--- config.mk ---
export PLATFORM = sky130hd
export DESIGN_NAME = booth_mul_8x8
export DESIGN_NICKNAME = d
export VERILOG_FILES = /design/src/rtl/booth_mul_8x8_pkg.sv /design/src/rtl/add_8bit.sv /design/src/rtl/booth_mul_8x8.sv
export SDC_FILE = /design/constraint.sdc
export NUM_CORES = 1
export LEC_CHECK = 0
export ABC_AREA = 1
export CAP_MARGIN = 20
export CORE_AREA = 2 2 78 117
export CTS_CLUSTER_DIAMETER = 80
export DETAILED_ROUTE_END_ITERATION = 8
export DIE_AREA = 0 0 80 119
export GPL_ROUTABILITY_DRIVEN = 0
export HOLD_SLACK_MARGIN = 0.02
export PLACE_DENSITY_LB_ADDON = 0.1
export SLEW_MARGIN = 15
export SYNTH_ARGS = -nofsm -noshare
export SYNTH_HDL_FRONTEND = slang
export SYNTH_HIERARCHICAL = 1
export SYNTH_SLANG_ARGS = --single-unit
--- constraint.sdc ---
create_clock -name clk -period 4.26 [get_ports clk]
set_input_delay 0.852 -clock clk [delete_from_list [all_inputs] [get_ports clk]]
set_output_delay 0.852 -clock clk [all_outputs]
set_load 0.005 [all_outputs]
--- src/rtl/booth_mul_8x8_pkg.sv ---
// Shared definitions for the sequential Booth multiplier: state encodings,
// add/sub opcodes and the fixed operand width of the add/sub stage.
package booth_mul_8x8_pkg;

  localparam int BOOTH_WIDTH = 8;

  typedef enum logic [1:0] {
    ST_IDLE = 2'd0,
    ST_CALC = 2'd1,
    ST_DONE = 2'd2
  } state_t;

  localparam logic OP_ADD = 1'b0;
  localparam logic OP_SUB = 1'b1;

endpackage

--- src/rtl/add_8bit.sv ---
// 8-bit signed add/sub stage: s = a + b (opcode 0) or a - b (opcode 1),
// with a two's-complement overflow flag.
module add_8bit
  import booth_mul_8x8_pkg::*;
(
  input  logic signed [7:0] a,
  input  logic signed [7:0] b,
  input  logic              opcode,
  output logic signed [7:0] s,
  output logic              is_overflow
);

  always_comb begin
    s           = '0;
    is_overflow = 1'b0;
    if (opcode == OP_SUB) begin
      s           = a - b;
      is_overflow = (a[7] != b[7]) && (s[7] != a[7]);
    end else begin
      s           = a + b;
      is_overflow = (a[7] == b[7]) && (s[7] != a[7]);
    end
  end

endmodule

--- src/rtl/booth_mul_8x8.sv ---
// Sequential radix-2 Booth signed multiplier, 8x8 -> 16, one iteration per cycle.
// Optional macro BOOTH_ZERO_BYPASS_EN: zero operands skip straight to DONE.
module booth_mul_8x8
  import booth_mul_8x8_pkg::*;
#(
  parameter int WIDTH = 8,
  parameter int ITER  = WIDTH
) (
  input  logic                   clk,
  input  logic                   rst,
  input  logic                   in_valid,
  output logic                   in_ready,
  input  logic signed [7:0]      multiplicand,
  input  logic signed [7:0]      multiplier,
  output logic                   out_valid,
  input  logic                   out_ready,
  output logic signed [15:0]     product,
  output logic                   busy
);

  localparam int CNT_W = $clog2(ITER + 1);

  generate
    if (WIDTH != BOOTH_WIDTH) begin : g_width_check
      $error("booth_mul_8x8: WIDTH must be 8 to match the add_8bit stage");
    end
  endgenerate

  state_t                  state, state_nx;
  logic signed [7:0]       acc, qreg, mcand;
  logic                    q_1;
  logic [CNT_W-1:0]        count;

  logic                    do_arith;
  logic                    opcode;
  logic signed [7:0]       sum;
  logic                    ovf;
  logic signed [7:0]       res;
  logic                    sin;
  logic                    accept;
  logic                    zero_op;

  // Sign bit entering the arithmetic shift. After an add/sub the true sign is
  // the 9th result bit, recovered as s[7]^overflow (needed for -128 operands).
  function automatic logic shift_bit(input logic arith, input logic signed [7:0] s,
                                     input logic of, input logic signed [7:0] a);
    return arith ? (s[7] ^ of) : a[7];
  endfunction

  assign do_arith = qreg[0] ^ q_1;
  assign opcode   = ({qreg[0], q_1} == 2'b10) ? OP_SUB : OP_ADD;

  add_8bit u_add (
    .a           (acc),
    .b           (mcand),
    .opcode      (opcode),
    .s           (sum),
    .is_overflow (ovf)
  );

  assign res    = do_arith ? sum : acc;
  assign sin    = shift_bit(do_arith, sum, ovf, acc);
  assign accept = in_valid && in_ready;

`ifdef BOOTH_ZERO_BYPASS_EN
  assign zero_op = (multiplicand == 8'sd0) || (multiplier == 8'sd0);
`else
  assign zero_op = 1'b0;
`endif

  always_ff @(posedge clk) begin
    if (rst) state <= ST_IDLE;
    else     state <= state_nx;
  end

  always_comb begin
    state_nx  = state;
    in_ready  = 1'b0;
    out_valid = 1'b0;
    busy      = 1'b0;
    product   = '0;
    case (state)
      ST_IDLE: begin
        in_ready = 1'b1;
        if (in_valid) state_nx = zero_op ? ST_DONE : ST_CALC;
      end
      ST_CALC: begin
        busy = 1'b1;
        if (count == CNT_W'(1)) state_nx = ST_DONE;
      end
      ST_DONE: begin
        busy      = 1'b1;
        out_valid = 1'b1;
        product   = {acc, qreg};
        if (out_ready) state_nx = ST_IDLE;
      end
      default: state_nx = ST_IDLE;
    endcase
  end

  // Shift register {A,Q,Q_1} and iteration counter.
  always_ff @(posedge clk) begin
    if (rst) begin
      acc   <= '0;
      qreg  <= '0;
      q_1   <= 1'b0;
      mcand <= '0;
      count <= '0;
    end else begin
      case (state)
        ST_IDLE: begin
          if (accept) begin
            mcand <= multiplicand;
            acc   <= '0;
            qreg  <= zero_op ? 8'sd0 : multiplier;
            q_1   <= 1'b0;
            count <= CNT_W'(ITER);
          end
        end
        ST_CALC: begin
          acc   <= {sin, res[7:1]};
          qreg  <= {res[0], qreg[7:1]};
          q_1   <= qreg[0];
          count <= count - CNT_W'(1);
        end
        default: ;
      endcase
    end
  end

endmodule

**Yosys cells after proc, flatten, opt, wreduce, memory -nomap -nowiden**

Index checks and enable logic that the tools add are counted.

- Input port bits: 20
- Register bits: 31
- Output and inout bits: 19

- Multiplexer cells: 21
- Bitwise gates (word level): 2
- Add/subtract/negate cells: 3
- Reduce and logical (&&, ||, !) cells: 10
- Equality and inequality tests: 13

Operator list:

| operator | count |
|---|---|
| 8-bit two-way mux | 4 |
| 8-bit case mux with 2 select lines | 2 |
| 16-bit two-way mux | 1 |
| 2-bit != test (second input constant) | 5 |
| 8-bit adder | 1 |
| 4-bit case mux with 2 select lines | 1 |
| 8-bit subtractor | 1 |
| 1-bit two-way mux | 7 |
| 2-bit two-way mux | 3 |
| 2-bit case mux with 3 select lines | 1 |
| 3-bit AND reduction | 2 |
| 2-bit equality test (second input constant) | 2 |
| 4-bit by 1-bit equality test with 1-bit output (second input constant) | 1 |
| 4-bit two-way mux | 1 |
| 2-bit AND reduction | 2 |
| 4-bit by 1-bit subtractor with 4-bit output (second input constant) | 1 |
| 1-bit logical AND | 3 |
| 1-bit != test | 3 |
| 2-bit by 1-bit equality test with 1-bit output (second input constant) | 1 |
| 2-bit logical NOT | 1 |
| 1-bit case mux with 2 select lines | 1 |
| 2-bit nonzero test | 1 |
| 2-bit OR reduction | 1 |
| 1-bit XOR | 2 |
| 1-bit equality test | 1 |

**Longest topological paths before layout**

- Depth after elaboration: 7
- Gate-level depth with buffers: 17
- Gate-level depth less buffers: 16

**Hierarchy**

The synthesis kept the hierarchy.

By module, submodules not included:

| module | instances | cells each | area each (µm²) |
|---|---|---|---|
| booth_mul_8x8 | 1 | 237 | 1599.0 |
| add_8bit | 1 | 148 | 869.6 |

**Worst setup path after synthesis**

Ideal clock, no wire load.

- Kind: register to output
- Start: register state[0]
- End: output port product[10]
- Arrival: 1.129 ns
- Path slack: 2.279 ns
- Buffers on the path: 2
- Cell stages (with the launch flop): 7
- Path through: dfxtp_1 > inv_1 > ha_1 > buf_2 > clkbuf_1 > nand2_1 > inv_1

- Longest elaborated chain between the ends: 2

RTL lines:

| element | line | text |
|---|---|---|
| start: declaration | booth_mul_8x8.sv:29 | `state_t state, state_nx;` |
| start signal: assignment | booth_mul_8x8.sv:73 | `else state <= state_nx;` |
| 2-bit equality test | booth_mul_8x8.sv:82 | `case (state)` |
| 16-bit two-way mux | booth_mul_8x8.sv:82 |  |
| end: declaration | booth_mul_8x8.sv:17 | `output logic signed [15:0] product,` |

No other way between the ends.

**Worst setup path after layout**

- Start: register state[0]
- End: output port product[11]

The elaborated chain is that of the path after synthesis.

==> reports/metrics.json <==
{
  "status": "finished, final reports clean",
  "comb_power_share": 0.481,
  "final-instance-count-excl-fill": 528,
  "finalHoldViolCount": 0,
  "dpl.cell_count": 520,
  "worst-path-max-fanout": 18,
  "antenna_left": 0,
  "cells_along_the_critical_path": "inv_1 > ha_1 > nand2_1 > inv_1 > clkdlybuf4s50_1",
  "cts_setup_buffers": 0,
  "cts.clk_slew.worst_paths_ps": 50,
  "first_global_vias": 2356,
  "grt_use_total": 0.142,
  "cts_root_buffer": "clkbuf_16",
  "drt-total-wl_um": 6300,
  "tritoncts": "built",
  "first_pass_grt_wire_length_um": 10600,
  "skew_ps": 3.20,
  "hp_class": "reg2reg",
  "dieArea_um2": 9520,
  "syn-num-nets": 428,
  "rsz0062_at_grt": "no",
  "numPortBuffers": 38,
  "grt_start_max_net_pins": 24,
  "floorplan.initialDensity": 0.286,
  "drv_slew": 0,
  "path_depth": 5,
  "average_cell_area_after_synthesis_um2": 6.41,
  "placement_rows": 42,
  "total_iterations_of_the_first_detailed_routing_run": 4,
  "worst_path_dominant_cell_family": "buffers and inverters",
  "timing.max_slew.rel_slack": 0.517,
  "final_layout_size_suffix_gt1_frac": 0.0933,
  "synth_area_um2": 2470,
  "timing.critical_path.slowest_cell_delay_ps": 630,
  "min_delay_path_depth": 2,
  "maxCapViolCount": 0,
  "accumulated_negative_setup_slack_ps": 0,
  "clock_latency_ps": 280,
  "chipHeight_um": 119,
  "seq_power_share": 0.275,
  "cts.sinks": 31,
  "antenna_found_initial": 0,
  "clk_path_buf_depth": 2,
  "vias_per_cell": 4.55,
  "power.share.clock": 0.244,
  "critical-path-slowest-cell": "ha_1",
  "p_switching_mw": 0.664,
  "cts_hold_buf": 0,
  "worst_path_most_repeated_cell": "inv_1",
  "yosysWarningCount": 6,
  "htree_num_levels": 2,
  "number_of_buffers_and_inverters_on_the_critical_path": 3,
  "postSynthRegisterBits": 31,
  "seq_area_frac_synth": 0.251,
  "number_of_cells_upsized_or_downsized_after_cts": 0,
  "layout_min_cycle_time_ps": 2930,
  "die-width_um": 80,
  "initialDrtViolationCount": 77,
  "achievable-frequency_ghz": 0.341,
  "finish.net_count": 460,
  "antennaDiodeCount": 0,
  "hpwlAfterDp_um": 4920,
  "via_count": 2403,
  "ios": 39,
  "p_sw_frac": 0.430,
  "placeableCoreArea_um2": 8620,
  "worst_case_vdd_ir_drop_uv": 341,
  "p_leak_nw": 1.48,
  "netlist_instances": 385,
  "period_utilization_post_route": 0.688,
  "grt_remaining_overflow": 0,
  "required_ps": 3410,
  "cts_made_buffers": 5,
  "wl_per_cell_um": 11.9,
  "setup.reg_to_reg.worst_slack_ps": 2080,
  "synth_cell_types": 33,
  "area_growth_syn_to_layout_pct": 22.5,
  "internal_power_mw": 0.880,
  "crit_arrival_ps": 2080,
  "worst_slew_pin_slew_ps": 724,
  "worstSetupStartpointType": "register",
  "final_report_setup_violation_count": 0,
  "power_density_nw_per_um2": 511,
  "worst_r2r_path_depth": 15,
  "post-route-drc-count": 0,
  "class_of_the_most_critical_setup_path": "reg2out",
  "timing.critical_path.to_type": "output pin"
}
registers in the layout, summed over array words and instances, names as in the netlist:
signal and cells:
state 2, qreg 8, count 4, mcand 8
acc 8, q_1 1
cells in the mapped netlist (all sizes together):
master,n,share of area
inv,66,0.10
o22ai,1,0.0051
nand3b,1,0.0030
nor3,1,0.0041
ha,21,0.11
nand4,5,0.013
nand3,22,0.045
a21oi,22,0.054
clkinv,1,0.0015
nand2,136,0.22
clkbuf,3,0.0051
dfxtp,31,0.25
buf,10,0.044
nor2,27,0.045
or2,1,0.0025
o21ai,24,0.052
and2,1,0.0025
xor2,3,0.011
a31oi,7,0.018
fa,2,0.016
cell families after synthesis:
logic type                 after synthesis  synth area share
adders and majority gates               23             0.123
and+or+nand+nor                        194             0.336
buffers and inverters                   80             0.152
xor gates and xnor gates                 3            0.0106
AOI/OAI and AO/OA                       54             0.128
DFF                                     31             0.251
layout make-up:
cell class              count  area, um2
repair buffers             38        380
inverters                  67        254
multi-input cells         274       1470
clock buffers               8        156
flip-flops and latches     31        621
well taps                 110        138
fillers                   997       5600
path summary, 6_finish.rpt:
kind / startpoint / endpoint
worst max-delay path: state[0]$_SDFFE_PP0P_ / product[11]
worst min-delay path: q_1$_SDFFE_PP0P_ / q_1$_SDFFE_PP0P_
worst max register to register: mcand[2]$_SDFFE_PP0P_ / acc[7]$_SDFFE_PP0P_
worst min register to register: q_1$_SDFFE_PP0P_ / q_1$_SDFFE_PP0P_
cell usage in the layout, fill, tap and decap left out, types with 9 or more instances in the layout:
master / synthesis / final
dfxtp_1: 31 / 31
inv_1: 56 / 56
o21ai_1: 11 / 11
nand3_1: 22 / 22
nand2_1: 126 / 126
o21ai_0: 11 / 11
a21oi_1: 18 / 18
nor2_1: 23 / 23
ha_1: 21 / 21
inv_2: 9 / 9
clkdlybuf4s50_1: 0 / 38
worst min-delay path, cell delays in order, from the launching register on:
cell and delay, ps:
dfxtp_1 300, nand2_1 60, a21oi_1 50
stage by stage:
stage                util  area (um2)  power [mW]  hold slack [ps]  setup slack [ps]
floorplan               -        2470        1.03              434              2280
global placement    0.333        2870        1.18              449              1630
detailed placement  0.333        2870        1.19              455              1590
CTS                 0.351        3020        1.57              464              1270
global route        0.351        3020        1.69              510              1170
finish              0.351        3020        1.54              460              1330
layer usage:
metal / vias to the layer above / global-route usage / routed length, um
met5: - / 0 / 0
met4: 0 / 0.0657 / 182
met3: 13 / 0.0205 / 138
met1: 1095 / 0.154 / 2580
li1: 1259 / - / -
met2: 36 / 0.262 / 3400
power by group through the flow:
stage / logic (mW) / clock network, mW / registers, mW
5_1_grt: 0.856 / 0.396 / 0.436
3_3_place_gp: 0.753 / 0 / 0.430
3_5_place_dp: 0.755 / 0 / 0.433
6_report: 0.742 / 0.377 / 0.425
2_1_floorplan: 0.613 / 0 / 0.414
4_1_cts: 0.760 / 0.387 / 0.426
Power figures use the tool's default switching activity.
